$ cat config.mk
export PLATFORM = sky130hd
export DESIGN_NAME = half_adder
export DESIGN_NICKNAME = d
export VERILOG_FILES = /design/src/rtl/half_adder.sv
export SDC_FILE = /design/constraint.sdc
export NUM_CORES = 1
export LEC_CHECK = 0
export BUFFER_PORTS_ARGS = -buffer_cell sky130_fd_sc_hd__buf_2
export CAP_MARGIN = 5
export CORE_AREA = 5 5 42 44
export DETAILED_ROUTE_END_ITERATION = 16
export DIE_AREA = 0 0 47 49
export GPL_TIMING_DRIVEN = 0
export PLACE_DENSITY = 0.33
export SKIP_CTS_REPAIR_TIMING = 1
export SLEW_MARGIN = 20
export SYNTH_ARGS = -nofsm -noshare
export SYNTH_HDL_FRONTEND = slang
export SYNTH_SLANG_ARGS = --single-unit
$ cat constraint.sdc
create_clock -name clk -period 2.2 [get_ports clk]
set_clock_uncertainty 0.2 [all_clocks]
set_input_delay 0.11 -clock clk [delete_from_list [all_inputs] [get_ports clk]]
set_output_delay 0.11 -clock clk [all_outputs]
set_load 0.01 [all_outputs]
$ cat src/rtl/half_adder.sv
// ---------------------------------------------------------------------------
// half_adder
//
// Registered array of W independent one-bit half adders. Each lane produces
// Sum[i] = A[i] ^ B[i] and C[i] = A[i] & B[i]; no carry moves between lanes.
// Results appear one clock after an accepted input (in_valid=1) and are held
// while in_valid=0. No backpressure: one result per cycle.
//
// Optional feature (macro HALF_ADDER_CARRY_CNT_EN):
//   adds a 16-bit saturating counter, carry_cnt, of accepted inputs whose
//   carry vector is nonzero. With the macro undefined, the port and its
//   logic are absent and everything else is unchanged.
//
// Ports:
//   clk        in   rising-edge clock
//   rst        in   synchronous active-high reset
//   in_valid   in   qualifies A/B this cycle
//   A, B       in   [W-1:0] operand vectors
//   out_valid  out  one-cycle pulse per accepted input (registered)
//   C          out  [W-1:0] per-lane carry (registered, held when idle)
//   Sum        out  [W-1:0] per-lane sum (registered, held when idle)
//   carry_cnt  out  [15:0] saturating carry-event count (macro only)
// ---------------------------------------------------------------------------
module half_adder #(
  parameter int W = 2
) (
  input  logic         clk,
  input  logic         rst,
  input  logic         in_valid,
  input  logic [W-1:0] A,
  input  logic [W-1:0] B,
  output logic         out_valid,
  output logic [W-1:0] C,
  output logic [W-1:0] Sum
`ifdef HALF_ADDER_CARRY_CNT_EN
  ,
  output logic [15:0]  carry_cnt
`endif
);

  logic [W-1:0] sum_next;
  logic [W-1:0] carry_next;

  assign sum_next   = A ^ B;
  assign carry_next = A & B;

  // Operands are only looked at when in_valid is high, so undriven A/B
  // during idle cycles cannot reach the registers.
  always_ff @(posedge clk) begin
    if (rst) begin
      out_valid <= 1'b0;
      C         <= '0;
      Sum       <= '0;
    end else begin
      out_valid <= in_valid;
      if (in_valid) begin
        C   <= carry_next;
        Sum <= sum_next;
      end
    end
  end

`ifdef HALF_ADDER_CARRY_CNT_EN
  logic carry_event;

  assign carry_event = in_valid && (|carry_next);

  // Saturates at all-ones rather than wrapping.
  always_ff @(posedge clk) begin
    if (rst) begin
      carry_cnt <= '0;
    end else if (carry_event && (carry_cnt != 16'hFFFF)) begin
      carry_cnt <= carry_cnt + 16'd1;
    end
  end
`endif

endmodule

# [Yosys cells after proc, flatten, opt, wreduce, memory -nomap -nowiden]
# Cells that the tools add are included.
[word_totals] ff_bits=5 in_bits=7 elab_cells=5
[op_classes] bitwise_logic=2
[ops] operator="2-bit AND" count=1
[ops] operator="2-bit bitwise XOR" count=1

# [Depth between registers and ports, before layout]
# Gate-level depths: netlist of run 1.
[depth] word_depth=1 depth_mapped=3 depth_no_buf=3

# [Worst setup path after synthesis of run 1]
# OpenSTA, ideal clock, no wires.
[synth_path] path_type="in2reg" from="input A[0]" to="register Sum[0]" required_time_ns=1.886 arrival_ns=0.535 path_stages=3 path_slack_ns=1.351 setup_ns=0.114 path_cell_list="ha_1 > mux2i_1 > nor2_1"
[synth_via] elab_chain_cells=1
[synth_rtl] element="start, declared" line_no="30" text="input logic [W-1:0] A,"
[synth_rtl] element="2-bit bitwise XOR" line_no="44" text="assign sum_next = A ^ B;"
[synth_rtl] element="end signal, assigned" line_no="58" text="Sum <= sum_next;"
[synth_rtl] element="end, declared" line_no="34" text="output logic [W-1:0] Sum"
# Every way passes these cells.
# A chain may end at the register's enable or synchronous reset.

# [Worst setup path after layout of run 1]
[layout_path] from="input in_valid" to="register out_valid"
[layout_rtl] element="start, declared" line_no="29" text="input logic in_valid,"
[layout_rtl] element="end signal, assigned" line_no="55" text="out_valid <= in_valid;"
[layout_rtl] element="end, declared" line_no="32" text="output logic out_valid,"
# No word-level cell between the ends.

==> results of run 1 <==
[registers in the layout, summed over array words and instances (netlist names)]
| name | flops |
|---|---|
| C | 2 |
| Sum | 2 |
| out_valid | 1 |
[how the worst max path moves through the flow]
stage	startpoint	cells past startpoint	endpoint	slack, ns
6_report	in_valid	4	out_valid	0.67
5_1_grt	in_valid	4	out_valid	0.64
4_1_cts	C[1]	1	C[1]	1.19
3_5_place_dp	A[0]	4	Sum[0]	1.19
3_3_place_gp	A[1]	4	Sum[1]	1.22
2_1_floorplan	A[0]	3	Sum[0]	1.35
[tightest hold or removal path, delay by kind of cell]
family                     cells  cell delay (ns)
adders and majority gates      1             0.11
muxes                          1             0.06
buffers and inverters          1             0.08
and+or+nand+nor                1             0.08
[routing by layer]
metal / part of all wire [%] / GRT usage [%]
met2: 60 / 7.01
met4: 2.3 / 6.91
met5: 0 / 0
met3: 8.5 / 2.21
met1: 29 / 2.64
[layout by cell type, fill, tap and decap left out]
| master | instances |
|---|---|
| buf_2 | 10 |
| buf_6 | 1 |
| clkbuf_1 | 1 |
| clkbuf_4 | 3 |
| dfxtp_1 | 5 |
| dlygate4sd3_1 | 3 |
| ha_1 | 2 |
| mux2i_1 | 4 |
| nor2_1 | 4 |
| nor2b_1 | 1 |
[stage by stage]
step	worst slack, ns	area, um^2
4_1_cts	1.19	294
3_5_place_dp	1.19	268
3_3_place_gp	1.22	268
5_1_grt	0.635	324
6_report	0.673	324
2_1_floorplan	1.35	198
[kinds of logic (layout without fill, tap and decap cells)]
family | Yosys count | in the layout | synth area share, %
buffers and inverters | 1 | 18 | 5.70
muxes | 4 | 4 | 20.3
adders and majority gates | 2 | 2 | 12.7
DFF | 5 | 5 | 50.6
and+or+nand+nor | 5 | 5 | 10.8
[final cells by class]
| class | count | area, um^2 | area share (%) |
|---|---|---|---|
| Buffer | 1 | 11.3 | 3.47 |
| Sequential cell | 5 | 100 | 30.9 |
| Timing Repair Buffer | 13 | 80.1 | 24.7 |
| Clock buffer | 4 | 26.3 | 8.11 |
| Multi-Input combinational cell | 11 | 86.3 | 26.6 |
| Tap cell | 16 | 20.0 | 6.18 |
[power breakdown]
part / switching (mW) / total (mW) / internal, mW
Combinational: 0.0134 / 0.0314 / 0.0180
Sequential: 0.00201 / 0.0982 / 0.0962
Clock: 0.0373 / 0.106 / 0.0686
==> impl_metrics.csv, run 1 <==
group,metric,value,unit
routing,wl,433,um
global_routing,grt_pass1_vias,168,
timing,tns,0,ns
critical_path,crit_path_frequent_cell,"dlygate4sd3_1",
timing,fmax,655,MHz
pwr,powerDensity,727,nW/um^2
routing,wire_per_inst,8.66,um
routing,drc,0,
critical_path,critical_path.cell_chain,"dlygate4sd3_1 > buf_6 > nor2b_1 > dlygate4sd3_1",
timing,period_share,69.4,%
clock_network,cts_sinks,5,
clock_network,clkTransAtPathRegs,0.05,ns
logic_synthesis,ys.flop_type,"dfxtp_1",
critical_path,rrSetupSlack,1.41,ns
critical_path,cp-end-kind,"flip-flop",
cells_and_area,utilization,23.1,%
critical_path,cp_slowest_stage_delay,0.55,ns
clock_network,numCtsBuffers,3,
logic_synthesis,synth_most_common_cell,"dfxtp_1",
die,die_y,49,um
timing,holdWs,0.0293,ns
timing,min_period,1.53,ns
clock_network,clk_latency,0.24,ns
critical_path,crit_path_max_fanout,5,
critical_path,r2r-start,"Sum[0]",
worst_hold_path,min_to,"Sum[1]",
cells_and_area,layout-drive-gt1-share,41.2,%
logic_synthesis,ys_seq_area_share,50.6,%
critical_path,start_kind,"input pin",
global_routing,antenna_found_initial,0,
clock_network,cts_max_level,1,
timing,maxSlewViolCount,0,
routing,drtAntennaViolNets,0,
global_routing,grt_start_max_net_pins,6,
place,dp_hpwl,358,um
critical_path,critPathBufInv,3,
clock_network,cts_max_path_buffers,2,
timing,grt_setup_unrepaired,"no",
logic_synthesis,yosysTopAreaCell,"dfxtp_1",
critical_path,crit_slowest_cell,"dlygate4sd3_1",
timing,tightestPinTransition,0.126,ns
critical_path,cp.arrival,1.45,ns
pwr,p_leak,0.170,nW
logic_synthesis,ys_top_cells_by_count,"5 x dfxtp_1, 4 x mux2i_1, 4 x nor2_1",
global_routing,track_usage,4.51,%
global_routing,grt_pass1_wl,627,um
logic_synthesis,yosysUniqueCellTypes,6,
logic_synthesis,syn_avg_cell_area,11.6,um^2
die,core,1400,um^2
logic_synthesis,syn_nets,26,
logic_synthesis,synth_seq_cells,5,
worst_hold_path,whs_path_depth,4,
die,dieArea,2300,um^2
pwr,power,0.235,mW
die,start_util,14.1,%
routing,drtIter0Drc,0,
logic_synthesis,synthesis.area,198,um^2
die,num_rows,14,
cells_and_area,num-nets-final,44,
die,die_w,47,um
cells_and_area,nFillCells,166,
timing,setup_viol,0,
critical_path,r2r_end,"Sum[0]",
critical_path,path_class,"input pin to flip-flop",
logic_synthesis,synth_top_area_share,50.6,%
critical_path,reg2regPathDepth,2,
timing,hold_viol,0,
place,place_inst,43,
timing,relSlewSlack,91.4,%
logic_synthesis,syn_inst,17,
cells_and_area,area_growth,63.9,%
clock_network,cts_root_buf,"clkbuf_4",
die,io-pin-count,12,
routing,avgViaCountPerCell,3.50,
logic_synthesis,ys_top_cells_by_area,"dfxtp_1 51%, mux2i_1 20%, ha_1 13%",
worst_hold_path,hold_path_class,"input pin to flip-flop",
logic_synthesis,postSynth.asyncResetShare,0,%
place,port_buffers,10,
place,gp_congestion,0.519,
global_routing,gr-total-overflow,0,
critical_path,cp_data_required_time,2.13,ns
cells_and_area,fin_cells,50,
run,maxCapViolCount,0,
outcome,status,"completed",
cells_and_area,antenna_cells,0,
clock_network,cts_tree,"yes",
routing,vias,175,
logic_synthesis,ys_warn_count,0,
logic_synthesis,synth_edf_count,0,
routing,drtPass1Iterations,1,
pwr,vdd.ir_drop.worst,0.212,mV
worst_hold_path,holdCritStartpoint,"B[1]",
critical_path,path_delay_family,"buffers and inverters",
Note: power is estimated with default switching activity, not from simulation.
==> run 2: changes to the inputs <==
--- a/config.mk
+++ b/config.mk
@@ -5,13 +5,14 @@
 export SDC_FILE = /design/constraint.sdc
 export NUM_CORES = 1
 export LEC_CHECK = 0
+export ABC_AREA = 1
 export BUFFER_PORTS_ARGS = -buffer_cell sky130_fd_sc_hd__buf_2
 export CAP_MARGIN = 5
 export CORE_AREA = 5 5 42 44
 export DETAILED_ROUTE_END_ITERATION = 16
 export DIE_AREA = 0 0 47 49
 export GPL_TIMING_DRIVEN = 0
-export PLACE_DENSITY = 0.33
+export PLACE_DENSITY = 0.36
 export SKIP_CTS_REPAIR_TIMING = 1
 export SLEW_MARGIN = 20
 export SYNTH_ARGS = -nofsm -noshare
==> constraint.sdc (replaced) <==
create_clock -name clk -period 1.5 [get_ports clk]
set_clock_uncertainty 0.2 [all_clocks]
set_input_delay 0.075 -clock clk [delete_from_list [all_inputs] [get_ports clk]]
set_output_delay 0.075 -clock clk [all_outputs]
set_load 0.01 [all_outputs]
==> run 2 against run 1 <==
  * Cell area rose by 11%
  * Routed wire length rose by 11%
  * Highest routed layer is now met3
  * Via count rose by 26%
  * Critical path depth rose by 1
  * Power rose by 51%
  * Hold slack improved by 0.017 ns
  * Critical endpoint unchanged
  * Die area did not move
  * Area after synthesis rose by 18%
  * Global-route usage rose by 0.28 points
==> impl_metrics.csv, run 2 <==
group,metric,value,unit
cells_and_area,layout-drive-gt1-share,37.5,%
place,port_buffers,10,
global_routing,grt_pass1_vias,193,
logic_synthesis,synth_top_area_share,43.0,%
timing,maxSlewViolCount,0,
logic_synthesis,ys_warn_count,0,
cells_and_area,final_common_cell,"buf_2",
clock_network,clk_latency,0.23,ns
die,core,1400,um^2
global_routing,top_usage_layer,"met3",
clock_network,cts_max_path_buffers,2,
run,maxCapViolCount,0,
routing,avgViaCountPerCell,3.45,
logic_synthesis,synthesis.area,233,um^2
timing,tightestPinTransition,0.131,ns
critical_path,cp-end-kind,"flip-flop",
routing,drc,0,
pwr,pwr-share-comb,16.6,%
die,io-pin-count,12,
critical_path,rrSetupSlack,0.73,ns
logic_synthesis,syn_inst,31,
routing,wl,481,um
die,dieArea,2300,um^2
die,die_y,49,um
cells_and_area,antenna_cells,0,
logic_synthesis,syn_avg_cell_area,7.51,um^2
pwr,p_leak,0.204,nW
global_routing,grt_pass1_wl,731,um
critical_path,cp_data_required_time,1.42,ns
logic_synthesis,ys_top_cells_by_count,"8 x nor2_1, 6 x inv_1, 5 x dfxtp_1, 5 x nand2_1, 3 x nand2_2",
logic_synthesis,syn_nets,40,
clock_network,cts_max_level,1,
routing,wire_per_inst,7.52,um
pwr,vdd.ir_drop.worst,0.539,mV
worst_hold_path,hold_path_class,"input pin to flip-flop",
global_routing,gr-total-overflow,0,
critical_path,cp.arrival,1.39,ns
timing,holdWs,0.0461,ns
clock_network,numCtsBuffers,3,
pwr,internal_power,0.272,mW
clock_network,cts_tree,"yes",
timing,fmax,681,MHz
pwr,switching_share,23.4,%
global_routing,grt_use_met2,5.43,%
routing,drtPass1Iterations,1,
global_routing,antenna_found_initial,0,
logic_synthesis,synth_seq_cells,5,
global_routing,grt_use_met3,6.64,%
global_routing,grt_start_max_net_pins,10,
cells_and_area,area_growth,54.3,%
die,start_util,16.6,%
timing,grt_setup_unrepaired,"no",
place,gp_congestion,0.604,
critical_path,path_class,"input pin to flip-flop",
critical_path,crit_path_max_fanout,9,
timing,hold_viol,0,
cells_and_area,fin_cells,64,
logic_synthesis,postSynth.asyncResetShare,0,%
die,die_w,47,um
pwr,p_switching,0.0831,mW
timing,relSlewSlack,91.2,%
logic_synthesis,synth_most_common_cell,"nor2_1",
cells_and_area,reg_top3,"C (2), Sum (2), out_valid (1)",
clock_network,clkTransAtPathRegs,0.04,ns
die,num_rows,14,
logic_synthesis,ys_seq_area_share,43.0,%
cells_and_area,utilization,25.6,%
logic_synthesis,ys_top_cells_by_area,"dfxtp_1 43%, nor2_1 13%, ha_1 11%",
pwr,powerDensity,990,nW/um^2
timing,finalWorstSetupSlack,0.0305,ns
logic_synthesis,ys.flop_type,"dfxtp_1",
global_routing,globalRouteMet1Util,5.73,%
routing,vias,221,
routing,drtAntennaViolNets,0,
logic_synthesis,yosysTopAreaCell,"dfxtp_1",
timing,period_share,98.0,%
timing,tns,0,ns
timing,setup_viol,0,
outcome,status,"completed",
cells_and_area,mostFrequentLayoutCells,"10 x buf_2, 8 x nor2_1, 6 x inv_1",
logic_synthesis,synth_edf_count,0,
clock_network,cts_root_buf,"clkbuf_4",
clock_network,cts_sinks,5,
pwr,power_frac_seq,41.1,%
place,dp_slack,0.548,ns
pwr,clkPwrFrac,42.3,%
logic_synthesis,yosysUniqueCellTypes,8,
place,dp_hpwl,370,um
cells_and_area,num-nets-final,58,
timing,min_period,1.47,ns
place,place_inst,57,
routing,drtIter0Drc,0,
global_routing,track_usage,4.79,%
critical_path,start_kind,"input pin",
run 2: changes by cell type in the layout (fill, tap and decap cells not counted), sizes merged:
cell / previous run / this run
inv: 0 / 6
nor2: 4 / 9
nand2: 0 / 8
nor2b: 1 / 0
mux2i: 4 / 0
run 2: area by class of cell:
class | instances | area, um^2
Sequential cell | 5 | 100
Buffer | 1 | 11.3
Timing Repair Buffer | 13 | 80.1
Tap cell | 16 | 20.0
Fill cell | 174 | 1040
Multi-Input combinational cell | 19 | 98.8
Inverter | 6 | 22.5
Clock buffer | 4 | 26.3
run 2: critical path, stage by stage:
cell and delay [ns]:
dlygate4sd3_1 0.55, buf_6 0.15, inv_1 0.05, nor2_1 0.03, dlygate4sd3_1 0.54
run 2: per-layer routing:
| layer | wire length [um] | vias up |
|---|---|---|
| met1 | 219 | 90 |
| met4 | 0 | 0 |
| met2 | 179 | 10 |
| met5 | 0 | - |
| met3 | 81 | 0 |
| li1 | - | 121 |
run 2: worst paths after layout:
path | cells after the start | start | to
max | 5 | in_valid | out_valid
max reg2reg | 2 | Sum[1] | Sum[1]
min reg2reg | 2 | Sum[0] | Sum[0]
min | 6 | B[0] | Sum[0]
run 2: cell families after synthesis:
logic type | share of synthesized area [%]
adder cells (fa/ha/maj) | 10.8
buffers and inverters | 14.5
flip-flops | 43.0
AND/OR/NAND/NOR | 31.7
run 2: metrics by stage:
stage,total power [mW],instance area (um^2)
detailed placement,0.203,303
global placement,0.203,303
CTS,0.360,329
floorplan,0.182,233
global route,0.390,359
finish,0.355,359
run 2: power groups by stage:
stage	Combinational [mW]	Clock, mW	Sequential, mW
4_1_cts	0.0544	0.159	0.146
2_1_floorplan	0.0286	0	0.153
5_1_grt	0.0686	0.175	0.147
3_5_place_dp	0.0542	0	0.149
6_report	0.0589	0.150	0.146
3_3_place_gp	0.0538	0	0.149
==> run 3: changes to the inputs <==
--- a/config.mk
+++ b/config.mk
@@ -6,13 +6,14 @@
 export NUM_CORES = 1
 export LEC_CHECK = 0
 export ABC_AREA = 1
-export BUFFER_PORTS_ARGS = -buffer_cell sky130_fd_sc_hd__buf_2
 export CAP_MARGIN = 5
 export CORE_AREA = 5 5 42 44
 export DETAILED_ROUTE_END_ITERATION = 16
 export DIE_AREA = 0 0 47 49
+export DONT_BUFFER_PORTS = 1
+export GPL_ROUTABILITY_DRIVEN = 0
 export GPL_TIMING_DRIVEN = 0
-export PLACE_DENSITY = 0.36
+export PLACE_DENSITY = 0.3
 export SKIP_CTS_REPAIR_TIMING = 1
 export SLEW_MARGIN = 20
 export SYNTH_ARGS = -nofsm -noshare
==> run 3 against run 2 <==
  * The run now ends with hold timing left
  * Cell count shrank 13%
  * First-iteration DRC count did not move
  * Cell area fell by 8.4%
  * Power is 0.98% lower
  * Combinational power down 26%
  * Core utilization is 2.1 points lower
  * Global-route usage is 0.49 points higher
  * Critical path type unchanged
==> impl_metrics.csv, run 3 (same netlist as run 2, synthesis figures left out) <==
group,metric,value,unit
routing,vias,189,
cells_and_area,layout-drive-gt1-share,20.0,%
routing,drc,0,
die,num_rows,14,
critical_path,crit_slowest_cell,"dlygate4sd3_1",
place,place_inst,47,
global_routing,track_usage,5.28,%
timing,maxSlewViolCount,0,
critical_path,cp-end-kind,"flip-flop",
clock_network,cts_root_buf,"clkbuf_4",
timing,hold_viol,1,
cells_and_area,mostFrequentLayoutCells,"8 x nor2_1, 6 x inv_1, 5 x dfxtp_1, 5 x nand2_1, 5 x dlygate4sd3_1",
die,dieArea,2300,um^2
routing,drtIter0Drc,0,
pwr,switching_share,24.4,%
pwr,power,0.352,mW
global_routing,grt_pass1_vias,185,
routing,wire_per_inst,8.84,um
timing,period_share,97.2,%
run,maxCapViolCount,0,
routing,drtPass1Iterations,1,
critical_path,crit_path_max_fanout,9,
cells_and_area,final_common_cell,"nor2_1",
timing,holdWs,-0.0217,ns
die,core,1400,um^2
die,die_y,49,um
outcome,violations,"hold timing",
clock_network,cts_tree,"yes",
critical_path,start_kind,"input pin",
cells_and_area,antenna_cells,0,
clock_network,cts_max_path_buffers,2,
global_routing,grt_pass1_wl,786,um
pwr,power_frac_seq,43.4,%
routing,avgViaCountPerCell,3.38,
cells_and_area,reg_top3,"C (2), Sum (2), out_valid (1)",
global_routing,gr-total-overflow,0,
place,dp_hpwl,364,um
critical_path,critPathBufInv,4,
die,io-pin-count,12,
die,die_w,47,um
die,start_util,16.6,%
outcome,status,"finished, violations left",
clock_network,clk_latency,0.24,ns
cells_and_area,fin_cells,56,
timing,grt_setup_unrepaired,"no",
timing,fmax,686,MHz
global_routing,grt_start_max_net_pins,10,
pwr,powerDensity,1070,nW/um^2
critical_path,critical_path.cell_chain,"dlygate4sd3_1 > buf_6 > inv_1 > nor2_1 > dlygate4sd3_1",
clock_network,cts_sinks,5,
pwr,p_leak,0.168,nW
routing,wl,495,um
pwr,clkPwrFrac,44.3,%
critical_path,path_class,"input pin to flip-flop",
timing,relSlewSlack,89.5,%
critical_path,cp_slowest_stage_delay,0.55,ns
timing,tns,0,ns
timing,tightestPinTransition,0.157,ns
worst_hold_path,hold_path_class,"input pin to flip-flop",
timing,setup_viol,0,
critical_path,crit_path_frequent_cell,"dlygate4sd3_1",
routing,drtAntennaViolNets,0,
timing,min_period,1.46,ns
clock_network,clkTransAtPathRegs,0.04,ns
critical_path,cp.arrival,1.38,ns
global_routing,antenna_found_initial,0,
place,port_buffers,0,
cells_and_area,nFillCells,169,
pwr,pwr-share-comb,12.3,%
cells_and_area,area_growth,41.4,%
critical_path,path_delay_family,"buffers and inverters",
pwr,internal_power,0.266,mW
pwr,vdd.ir_drop.worst,0.403,mV
clock_network,cts_max_level,1,
pwr,p_switching,0.0859,mW
critical_path,cp_data_required_time,1.43,ns
clock_network,numCtsBuffers,3,
cells_and_area,num-nets-final,50,
==> run 3: path summary, 6_finish.rpt <==
check        startpoint        end  slack [ns]  cells after the start
min reg2reg        C[1]       C[1]        0.32                      2
max reg2reg      Sum[1]     Sum[1]        0.68                      2
min                B[0]     Sum[0]       -0.02                      5
max            in_valid  out_valid        0.04                      5
==> run 3: cell type report <==
type | instances | area (um^2) | share of cell area, %
flip-flops and latches | 5 | 100 | 30.4
multi-input cells | 19 | 98.8 | 30.0
repair buffers | 5 | 50.0 | 15.2
clock buffers | 4 | 26.3 | 7.98
inverters | 6 | 22.5 | 6.84
well taps | 16 | 20.0 | 6.08
plain buffers | 1 | 11.3 | 3.42
==> run 3: worst reg2reg max path, stage by stage, from the launching register on <==
cell and delay (ns):
dfxtp_1 0.34, nor2_1 0.13, nor2_2 0.05
==> run 3: per-layer routing <==
metal  wire, um  part of all wire [%]  GRT usage [%]  up-vias
met5          0                     0              0        -
met4          6                   1.2           6.91        0
met3         80                    16           3.32        2
met2        236                    48           6.11        7
met1        171                    35           5.27       75
li1           -                     -              -      105
==> run 3: stage by stage <==
step	area, um^2	hold WS (ns)	worst slack, ns	util, %
after floorplan	233	-0.0537	0.677	-
after CTS	279	-0.312	0.584	19.9
after detailed placement	253	-0.0517	0.646	18.0
after global routing	329	0.00417	0.00456	23.5
final	329	-0.0217	0.0425	23.5
after global placement	253	-0.0494	0.655	18.0
==> run 3: power by group through the flow <==
stage	sequential (mW)	clock (mW)	combinational [mW]
after floorplan	0.153	0	0.0286
after global placement	0.155	0	0.0325
after detailed placement	0.156	0	0.0332
after CTS	0.153	0.164	0.0337
after global routing	0.154	0.173	0.0510
final	0.153	0.156	0.0434
